### src/rtl/h_mux8way_arb.sv
// Purpose : 8-source round-robin merge into one registered stream, each beat tagged with its source index.
// Latency : 1 cycle from the accepting edge to out_*; sustains 1 beat/cycle while out_ready=1.
// Backpressure: out_ready=0 while holding a beat freezes the output register and ptr, and holds in_ready at 0.
//
// Ports:
//   clk, rst_n              single clock, asynchronous active-low reset
//   in_valid[7:0]           source i offers a beat
//   in_data[8*WIDTH-1:0]    source i payload at [i*WIDTH +: WIDTH]
//   in_ready[7:0]           one-hot (or zero) grant, combinational from in_valid/out_ready
//   out_valid/out_ready     output handshake
//   out_data, out_sel       held payload and the index of the source that supplied it
module h_mux8way_arb #(
    parameter int WIDTH = 16
) (
    input  logic                 clk,
    input  logic                 rst_n,
    input  logic [7:0]           in_valid,
    input  logic [8*WIDTH-1:0]   in_data,
    output logic [7:0]           in_ready,
    output logic                 out_valid,
    input  logic                 out_ready,
    output logic [WIDTH-1:0]     out_data,
    output logic [2:0]           out_sel
);

    logic [2:0]       ptr;
    logic             load_en;
    logic             grant_vld;
    logic [2:0]       grant_idx;
    logic [2:0]       scan_idx;
    logic [WIDTH-1:0] grant_data;

    // The output register can take a new beat when it is empty or being drained this cycle.
    assign load_en = !out_valid || out_ready;

    // Round-robin scan: walk offsets from farthest to nearest so the candidate
    // closest to ptr (lowest offset) is the one left standing.
    always_comb begin
        grant_vld  = 1'b0;
        grant_idx  = ptr;
        grant_data = '0;
        scan_idx   = ptr;
        for (int k = 7; k >= 0; k--) begin
            scan_idx = ptr + 3'(k);
            if (in_valid[scan_idx]) begin
                grant_vld  = 1'b1;
                grant_idx  = scan_idx;
                grant_data = in_data[int'(scan_idx)*WIDTH +: WIDTH];
            end
        end
    end

    // Gated by rst_n so no source sees its beat taken while the block is held in reset.
    always_comb begin
        in_ready = 8'h00;
        if (rst_n && load_en && grant_vld) begin
            in_ready = 8'h01 << grant_idx;
        end
    end

    always_ff @(posedge clk or negedge rst_n) begin
        if (!rst_n) begin
            out_valid <= 1'b0;
            out_data  <= '0;
            out_sel   <= 3'd0;
            ptr       <= 3'd0;
        end else if (load_en) begin
            if (grant_vld) begin
                out_valid <= 1'b1;
                out_data  <= grant_data;
                out_sel   <= grant_idx;
                ptr       <= grant_idx + 3'd1;
            end else begin
                // Idle drain: payload/tag keep their last values, ptr stays put.
                out_valid <= 1'b0;
            end
        end
    end

endmodule
### config.mk
export PLATFORM = sky130hd
export DESIGN_NAME = h_mux8way_arb
export DESIGN_NICKNAME = d
export VERILOG_FILES = /design/src/rtl/h_mux8way_arb.sv
export SDC_FILE = /design/constraint.sdc
export NUM_CORES = 1
export LEC_CHECK = 0
export ABC_AREA = 1
export CAP_MARGIN = 20
export CORE_MARGIN = 3
export CORE_UTILIZATION = 45
export DETAILED_ROUTE_END_ITERATION = 16
export HOLD_SLACK_MARGIN = 0.1
export PLACE_DENSITY = 0.73
export REMOVE_ABC_BUFFERS = 1
export SETUP_SLACK_MARGIN = 0.4
export SLEW_MARGIN = 20
export SYNTH_ARGS = -nofsm -noshare
export SYNTH_HDL_FRONTEND = slang
export SYNTH_SLANG_ARGS = --single-unit
### constraint.sdc
create_clock -name clk -period 4.7 [get_ports clk]
set_input_delay 1.175 -clock clk [delete_from_list [all_inputs] [get_ports clk]]
set_output_delay 1.175 -clock clk [all_outputs]
set_load 0.1 [all_outputs]
==> results of run 1 <==
per-stage QoR:
stage	cells	utilization, %
floorplan	1368	-
global placement	1758	59.02
detailed placement	1758	59.02
CTS	1771	61.41
global route	1785	64.07
finish	1786	64.09
critical path: stages, from the launching register on:
cell and delay [ps]:
dfrtp_2 500, ha_1 330, xor2_1 370, nand3_4 130, nand2_4 140, inv_4 50
nand2_2 80, nand2_1 60, nand2_1 50, nand3_1 70, nand2_1 60, nand2_1 50
nand2_1 80, nand2_1 70, nand2_1 80, inv_1 50, ha_2 150, nor3b_4 140
buf_4 130, buf_12 150
registers in the layout (all words and copies together), names as in the netlist:
name,flops
out_data,16
out_sel,3
out_valid,1
ptr,3
layout make-up:
| type | count | share of cell area (%) |
|---|---|---|
| Inverter | 54 | 2.522 |
| Multi-Input combinational cell | 1291 | 64.11 |
| Timing Repair inverter | 2 | 0.1576 |
| Sequential cell | 23 | 6.133 |
| Clock buffer | 4 | 0.8274 |
| Timing Repair Buffer | 227 | 23.81 |
| Tap cell | 184 | 2.417 |
| Antenna cell | 1 | 0.02627 |
routing by layer:
| metal | GRT usage (%) | up-vias |
|---|---|---|
| li1 | - | 5004 |
| met1 | 39.80 | 4355 |
| met2 | 51.28 | 470 |
| met3 | 2.683 | 69 |
| met4 | 7.864 | 0 |
| met5 | 0 | - |
logic make-up (layout without fill, tap and decap cells):
kind of cell               after synthesis  after routing  share of synthesized area [%]
buffers and inverters                  162            287                          10.34
xor gates and xnor gates                 3              3                         0.7512
and+or+nand+nor                       1001           1001                          58.28
DFF                                     23             23                          8.226
adders and majority gates                3              3                         0.5365
AOI/OAI and AO/OA                      284            284                          21.87
other                                    0              1                              0
repair_timing:
action	4_1_cts	5_1_grt
gates cloned	1	2
endpoints found under the setup margin	8	8
buffers inserted	8	12
pin swaps	25	27
resized for setup	70	75
cells in the final DEF, fill, tap and decap left out, types with 2 or more instances in the layout:
master,netlist,final
nand2_1,734,713
o21ai_0,151,151
clkdlybuf4s50_1,0,150
nand3_1,116,96
nor2_1,90,89
a21oi_1,69,68
buf_4,13,56
inv_1,40,40
o211ai_1,32,32
and2_1,29,29
dfrtp_1,23,20
and2_0,19,19
nand2_4,2,18
nand3_4,0,17
a31oi_1,17,17
o21ai_1,12,12
nand2_2,6,11
inv_2,12,9
buf_6,3,8
buf_12,0,8
nand3_2,2,5
clkbuf_16,0,4
inv_6,0,3
clkinv_8,0,2
xnor2_4,1,2
inv_4,2,2
buf_8,0,2
dfrtp_4,0,2
worst max path at each step:
stage,start,to,slack [ps]
detailed placement,in_valid[1],in_ready[7],30
finish,ptr[1],in_ready[7],520
global route,ptr[1],in_ready[4],350
global placement,in_valid[1],in_ready[7],50
floorplan,ptr[0],in_ready[7],-5980
CTS,in_valid[4],in_ready[7],400
==> results_dict.tcl, run 1 <==
set metrics [dict create \
    rrSetupSlack_ps 1680 \
    multi_input_area_sq_mm 0.006107 \
    fin_ws_ps 520.3 \
    hold_viol 0 \
    grt_pass1_vias 8557 \
    async_reset_ff_share_pct 100.0 \
    fin_nets 1744 \
    layout-drive-gt1-share_pct 9.869 \
    outcome "completed" \
    hp-start "out_sel[0]" \
    drt-initial-drc-count 950 \
    cp_data_arrival_time_ps 3000 \
    r2r-end "out_sel[0]" \
    io_pins 167 \
    yosysUniqueCellTypes 32 \
    min_path_type "reg2reg" \
    synth_top_cell_area_share_pct 39.38 \
    synth.avg_cell_area_sq_um 4.740 \
    synthFlopType "dfrtp_1" \
    wl_met2_um 12550 \
    core_sq_mm 0.01486 \
    netlist.top_cell.by_area "nand2_1" \
    tns_ps 0 \
    fin_crit_sh_pct 88.93 \
    period_minus_slack_ps 4180 \
    grt_max_degree 98 \
    syn_inst 1476 \
    hold_slack_ps 494.4 \
    dp_hpwl_um 18120 \
    htree_num_levels 1 \
    finalSetupViolations 0 \
    netlist_area_sq_mm 0.006997 \
    criticalPathCategory "reg2out" \
    hold_buffers 0 \
    synth_seq_cells 23 \
    n_fill_cell 1524 \
    synth_common_cells "nand2_1 (734), o21ai_0 (151), nand3_1 (116)" \
    r2r_cells 11 \
    drv_slew 0 \
    clk_pin_slew_ps 70 \
    numCtsBuffers 3 \
    cp_max_fo 5 \
    maxCapViolCount 0 \
    gr-total-overflow 0 \
    highest_layer "met4" \
    yosysSeqAreaShare_pct 8.226 \
    fmax_mhz 239.3 \
    cts.sinks 23 \
    vias 9898 \
    avgViaCountPerCell 5.542 \
    yosysMostFrequentCell "nand2_1" \
    num_rows 44 \
    antenna_found_initial 0 \
    gp_congestion 0.9019 \
    dieArea_sq_mm 0.01708 \
    worst_pin_slew_ps 1047 \
    seqCellArea_sq_um 584.3 \
    place_area_sq_mm 0.008772 \
    syn_to_final_growth_pct 36.16 \
    wl_per_cell_um 15.34 \
    rsz0062_at_grt "yes" \
    grt_pass1_wl_um 41760 \
    die_w_um 130.7 \
    fin_area_sq_mm 0.009527 \
    rr_startpoint "ptr[1]" \
    cp-end-kind "output pin" \
    insertion_delay_ps 260 \
    floorplan.initialDensity_pct 47.07 \
    synth_edf_count 0 \
    post-place-ws_ps 28.74 \
    hold_path_depth 1 \
    grt_util_all_layers_pct 29.71 \
    finalClockSkew_ps 2.053 \
    critPathLaunchType "flop" \
    clockBufferDepth 2 \
    cts_tree "built" \
    antenna_left 0 \
    drc 0 \
    die_y_um 130.7 \
    wl_met1_um 11410 \
    port_buffers 166 \
    totalWireLength_um 27390 \
    worstPathRequired_ps 3520 \
    drt-pass1-iter-count 6 \
    slew_headroom_pct 29.96 \
    cts_root_buf "clkbuf_16" \
    wl_met3_um 2716 \
    whs_endpoint "out_sel[0]" \
    yosys-top-cells-area "nand2_1 (39%), o21ai_0 (11%), nand3_1 (8.3%)" \
    yosysWarnings 0 \
]
Power of run 1 is left out: the tool's default activity adds up to more than one toggle a clock period on the data nets, which glitch-free logic cannot reach.
==> run 2: changes to the inputs <==
- CORE_ASPECT_RATIO: not set -> 1.75
==> run 2 against run 1 <==
Critical path depth fell by 6. Die area rose by 0.35%. Sequential share of layout area rose by 0.080 points. Clock skew fell by 0.57 ps. Global-route usage rose by 0.63 points. Clock-buffer cell count did not move. Critical endpoint is now in_ready[2]. Largest cell class unchanged. Highest routed layer unchanged.
==> results_dict.tcl, run 2 (synthesis results as in run 1) <==
set metrics [dict create \
    grt_pass1_wl_um 42660 \
    cp-end-kind "output pin" \
    crit_chain "clkbuf_2, nand2_2, nand3_1, nand3_2, nand2_2, buf_4, nor3_2, nand4_1, nand2_2, nor2_1, nand2_1, nor2_1, buf_12" \
    cts_tree "built" \
    rsz0062_at_grt "yes" \
    slew_headroom_pct 27.07 \
    largest_reg_flops 16 \
    use_met1_pct 33.80 \
    hold_viol 0 \
    outcome "completed" \
    layout_common_cells "nand2_1 (712), o21ai_0 (151), clkdlybuf4s50_1 (150), nand3_1 (97), nor2_1 (84)" \
    layout-drive-gt1-share_pct 9.748 \
    maxCapViolCount 0 \
    io_pins 167 \
    dp_hpwl_um 18830 \
    num_rows 59 \
    antenna_left 0 \
    gp_congestion 0.9184 \
    clk_pin_slew_ps 80 \
    grt_max_degree 120 \
    diodes 0 \
    worst_pin_slew_ps 1094 \
    fin_crit_sh_pct 89.72 \
    floorplan.initialDensity_pct 46.46 \
    totalWireLength_um 27600 \
    period_minus_slack_ps 4217 \
    utilization_pct 62.05 \
    cp_common_cell "nand2_2" \
    syn_to_final_growth_pct 33.55 \
    grt.met3_usage_pct 2.122 \
    path_delay_family "simple AND/OR/NAND/NOR gates" \
    finalClockSkew_ps 1.480 \
    fmax_mhz 237.2 \
    r2r_cells 16 \
    antenna_found_initial 0 \
    post-place-ws_ps 41.70 \
    drc 0 \
    dieArea_sq_mm 0.01714 \
    cp_max_fo 15 \
    core_sq_mm 0.01506 \
    drt-pass1-iter-count 5 \
    avgViaCountPerCell 5.618 \
    drt-initial-drc-count 660 \
    final_common_cell "nand2_1" \
    min_path_type "reg2reg" \
    cts.sinks 23 \
    n_fill_cell 1558 \
    slowest_delay_ps 290 \
    fin_nets 1733 \
    cts_root_buf "clkbuf_16" \
    worstPathRequired_ps 3520 \
    port_buffers 166 \
    slowest_stage "buf_4" \
    critical_path_buf_inv_count 3 \
    finalSetupViolations 0 \
    criticalPathCategory "in2out" \
    htree_num_levels 1 \
    grt_pass1_vias 9096 \
    clockBufferDepth 2 \
    dp_cells 1753 \
    stdcell_count 1773 \
    cp_data_arrival_time_ps 3040 \
    critPathLaunchType "input pin" \
    reg_top3 "out_data: 16 flops, out_sel: 3 flops, ptr: 3 flops" \
    hold_path_depth 1 \
    wl_per_cell_um 15.57 \
    use_met2_pct 56.15 \
    insertion_delay_ps 270 \
    cp_num_cells 13 \
    top_register "out_data" \
    drv_slew 0 \
    die_w_um 100.3 \
    die_y_um 171.0 \
    numCtsBuffers 3 \
    grt_util_all_layers_pct 30.34 \
    busiest_layer "met2" \
    fin_ws_ps 483.4 \
    vias 9960 \
    gr-total-overflow 0 \
]
-- run 2: cell types whose count changed in the layout (fill, tap and decap cells not counted), sizes merged --
| cell | delta |
|---|---|
| diode | -1 |
| inv | -1 |
| buf | -17 |
| clkbuf | +6 |
| clkinv | +1 |
-- run 2: worst paths after layout --
kind / start / endpoint / slack (ps)
setup / recovery: in_valid[6] / in_ready[2] / 480
hold reg to reg: out_sel[0] / out_sel[0] / 510
max in group asynchronous: rst_n / ptr[0] / 3060
hold / removal: out_sel[0] / out_sel[0] / 510
min in group asynchronous: rst_n / out_data[10] / 1320
setup reg to reg: ptr[0] / ptr[0] / 1650
-- run 2: area by class of cell --
class	instances	area, sq um	share of cell area [%]
timing repair buffer	216	2112	22.60
timing repair inverter	2	17.52	0.1875
multi-input combinational	1291	6083	65.10
inverter	54	242.7	2.598
clock buffer	4	78.83	0.8436
sequential	23	580.6	6.213
tap	183	229.0	2.450
-- run 2: repair_timing --
action	in CTS	in global routing
hold buffers	0	0
cloned	0	2
pin swaps	20	28
setup endpoints to repair	8	8
setup buffers	8	6
gates resized for setup	53	66
-- run 2: through the flow --
step                      hold slack [ps]  instance area, sq um  TNS, ps
after floorplan                     879.4                  6481  -107030
after global placement              482.2                  8741        0
after detailed placement            484.1                  8741        0
after CTS                           509.7                  9041        0
after global routing                535.1                  9344        0
final                               514.1                  9344        0
-- run 2: metal layers --
metal  routed length [um]  up-vias  part of all wire, %
met1                10090     4423                   37
met2                14040      445                   51
met3                 1973      116                  7.1
met4                 1497        0                  5.4
met5                    0        -                    0
li1                     -     4976                    -
Power of run 2 is left out for the same reason.
==> run 3: changes to the inputs <==
- CORE_UTILIZATION: 45 -> 30
- PLACE_DENSITY: 0.73 -> not set
==> run 3 against run 2 <==
Clock-buffer cell count is 1 lower. Non-clock buffer count up 11. Global-route usage decreased by 8.5 points. Design area up 2.2%. Die area up 47%. First-iteration DRC count grew 5.3%. Critical endpoint is now in_ready[7].
==> results_dict.tcl, run 3 (synthesis results as in run 1) <==
set metrics [dict create \
    drv_slew 0 \
    numCtsBuffers 3 \
    totalWireLength_um 29030 \
    cp-end-kind "output pin" \
    hold_viol 0 \
    clockBufferDepth 2 \
    fin_area_sq_mm 0.009547 \
    clk_pin_slew_ps 60 \
    insertion_delay_ps 270 \
    grt_pass1_wl_um 44640 \
    drt-pass1-iter-count 5 \
    fin_crit_sh_pct 88.53 \
    die_y_um 208.0 \
    num_rows 73 \
    drc 0 \
    criticalPathCategory "in2out" \
    cts_tree "built" \
    outcome "completed" \
    htree_num_levels 1 \
    rrSetupSlack_ps 1610 \
    layout-drive-gt1-share_pct 10.32 \
    r2r_cells 17 \
    hold_buffers 0 \
    final_common_cell "nand2_1" \
    port_buffers 166 \
    grt.met3_usage_pct 1.360 \
    busiest_layer "met2" \
    die_w_um 121.4 \
    slowest_stage "buf_12" \
    io_pins 167 \
    largest_reg_flops 16 \
    slowest_delay_ps 160 \
    slew_headroom_pct 25.26 \
    cp_max_fo 4 \
    fmax_mhz 240.3 \
    finalClockSkew_ps 10.60 \
    top_register "out_data" \
    worst_pin_slew_ps 1118 \
    cts_root_buf "clkbuf_16" \
    rr_startpoint "ptr[1]" \
    gp_congestion 0.9561 \
    finalSetupViolations 0 \
    dp_hpwl_um 20550 \
    critPathLaunchType "input pin" \
    min_path_type "reg2reg" \
    antenna_left 0 \
    critical_path_buf_inv_count 5 \
    cp-endpoint "in_ready[7]" \
    drt-initial-drc-count 695 \
    gr-total-overflow 0 \
    cp_num_cells 20 \
    r2r-end "ptr[0]" \
    crit_chain "buf_4, nand2_4, nand3_2, nand3_4, nand2_4, inv_2, nand2_1, nand2_1, nand2_1, nand2_1, nand2_1, nand2_1, nand2_1, nand2_2, nand2_2, inv_2, ha_2, nor3b_2, buf_4, buf_12" \
    wl_per_cell_um 15.26 \
    layout_common_cells "nand2_1 (709), o21ai_0 (151), clkdlybuf4s50_1 (149), nand3_1 (97), nor2_1 (87)" \
    antenna_found_initial 4 \
    syn_to_final_growth_pct 36.44 \
    period_minus_slack_ps 4161 \
    grt_pass1_vias 8834 \
    path_delay_family "simple AND/OR/NAND/NOR gates" \
    cp-startpoint "in_valid[3]" \
    reg_top3 "out_data: 16 flops, out_sel: 3 flops, ptr: 3 flops" \
    fin_nets 1742 \
    cp_data_arrival_time_ps 2990 \
    dieArea_sq_mm 0.02526 \
    maxCapViolCount 0 \
    grt_max_degree 113 \
    place_area_sq_mm 0.008900 \
    cts.sinks 23 \
    use_met1_pct 24.01 \
    avgViaCountPerCell 5.091 \
    worstPathRequired_ps 3520 \
    cp_common_cell "nand2_1" \
    floorplan.initialDensity_pct 30.64 \
    grt_util_all_layers_pct 21.82 \
    use_met2_pct 41.45 \
    core_sq_mm 0.02283 \
    vias 9688 \
    rsz0062_at_grt "no" \
]
==> run 3: cell types whose count changed in the layout (fill, tap and decap cells not counted), moves of 4 or more <==
cell,delta
buf_6,+5
diode_2,+4
nand2_4,+12
nand3_2,+5
nand2_2,-8
nand3_4,-5
buf_4,+16
clkbuf_2,-8
==> run 3: final cells by class <==
type                    count  area (sq um)
multi-input cells        1291          6063
inverters                  54         217.7
clock inverters             1         7.507
repair buffers            227          2213
flip-flops and latches     23         584.3
well taps                 300         375.4
diodes                      4         10.01
fillers                  2540         13290
clock buffers               3         75.07
==> run 3: worst min-delay path by stage <==
stage / slack (ps) / from / depth (start not counted) / endpoint
floorplan: 880 / rst_n / 0 / out_data[0]
global placement: 480 / out_sel[0] / 1 / out_sel[0]
detailed placement: 490 / out_sel[0] / 1 / out_sel[0]
CTS: 510 / out_sel[0] / 1 / out_sel[0]
global route: 540 / out_sel[0] / 1 / out_sel[0]
finish: 510 / out_sel[0] / 1 / out_sel[0]
==> run 3: worst reg2reg max path, delay by kind of cell, from the launching register on <==
family / cells / cell delay, ps
AOI/OAI and AO/OA: 1 / 80
buffers and inverters: 7 / 1140
DFF: 1 / 490
adders and majority gates: 1 / 370
and+or+nand+nor: 8 / 870
==> run 3: per-layer routing <==
layer / share of wire [%] / routed length [um]
met5: 0 / 0
met1: 38 / 10920
met4: 4.7 / 1363
met3: 5.9 / 1705
met2: 52 / 15040
==> run 3: per-stage QoR <==
step                      util, %  hold slack [ps]  worst slack (ps)  TNS, ps  cells
final                       41.81            508.1             538.9        0   1903
after global routing        41.81            535.2             386.9        0   1903
after CTS                   40.39            508.4             404.2        0   1887
after detailed placement    38.98            490.8             27.75        0   1871
after global placement      38.98            482.5             20.39        0   1871
after floorplan                 -            879.4             -5976  -107030   1368
==> run 3: what timing repair did <==
action                     CTS  global route
setup endpoints to repair    8             8
pin swaps                   16            33
resized for setup           53            77
setup buffers               12            12
Power of run 3 is left out for the same reason.
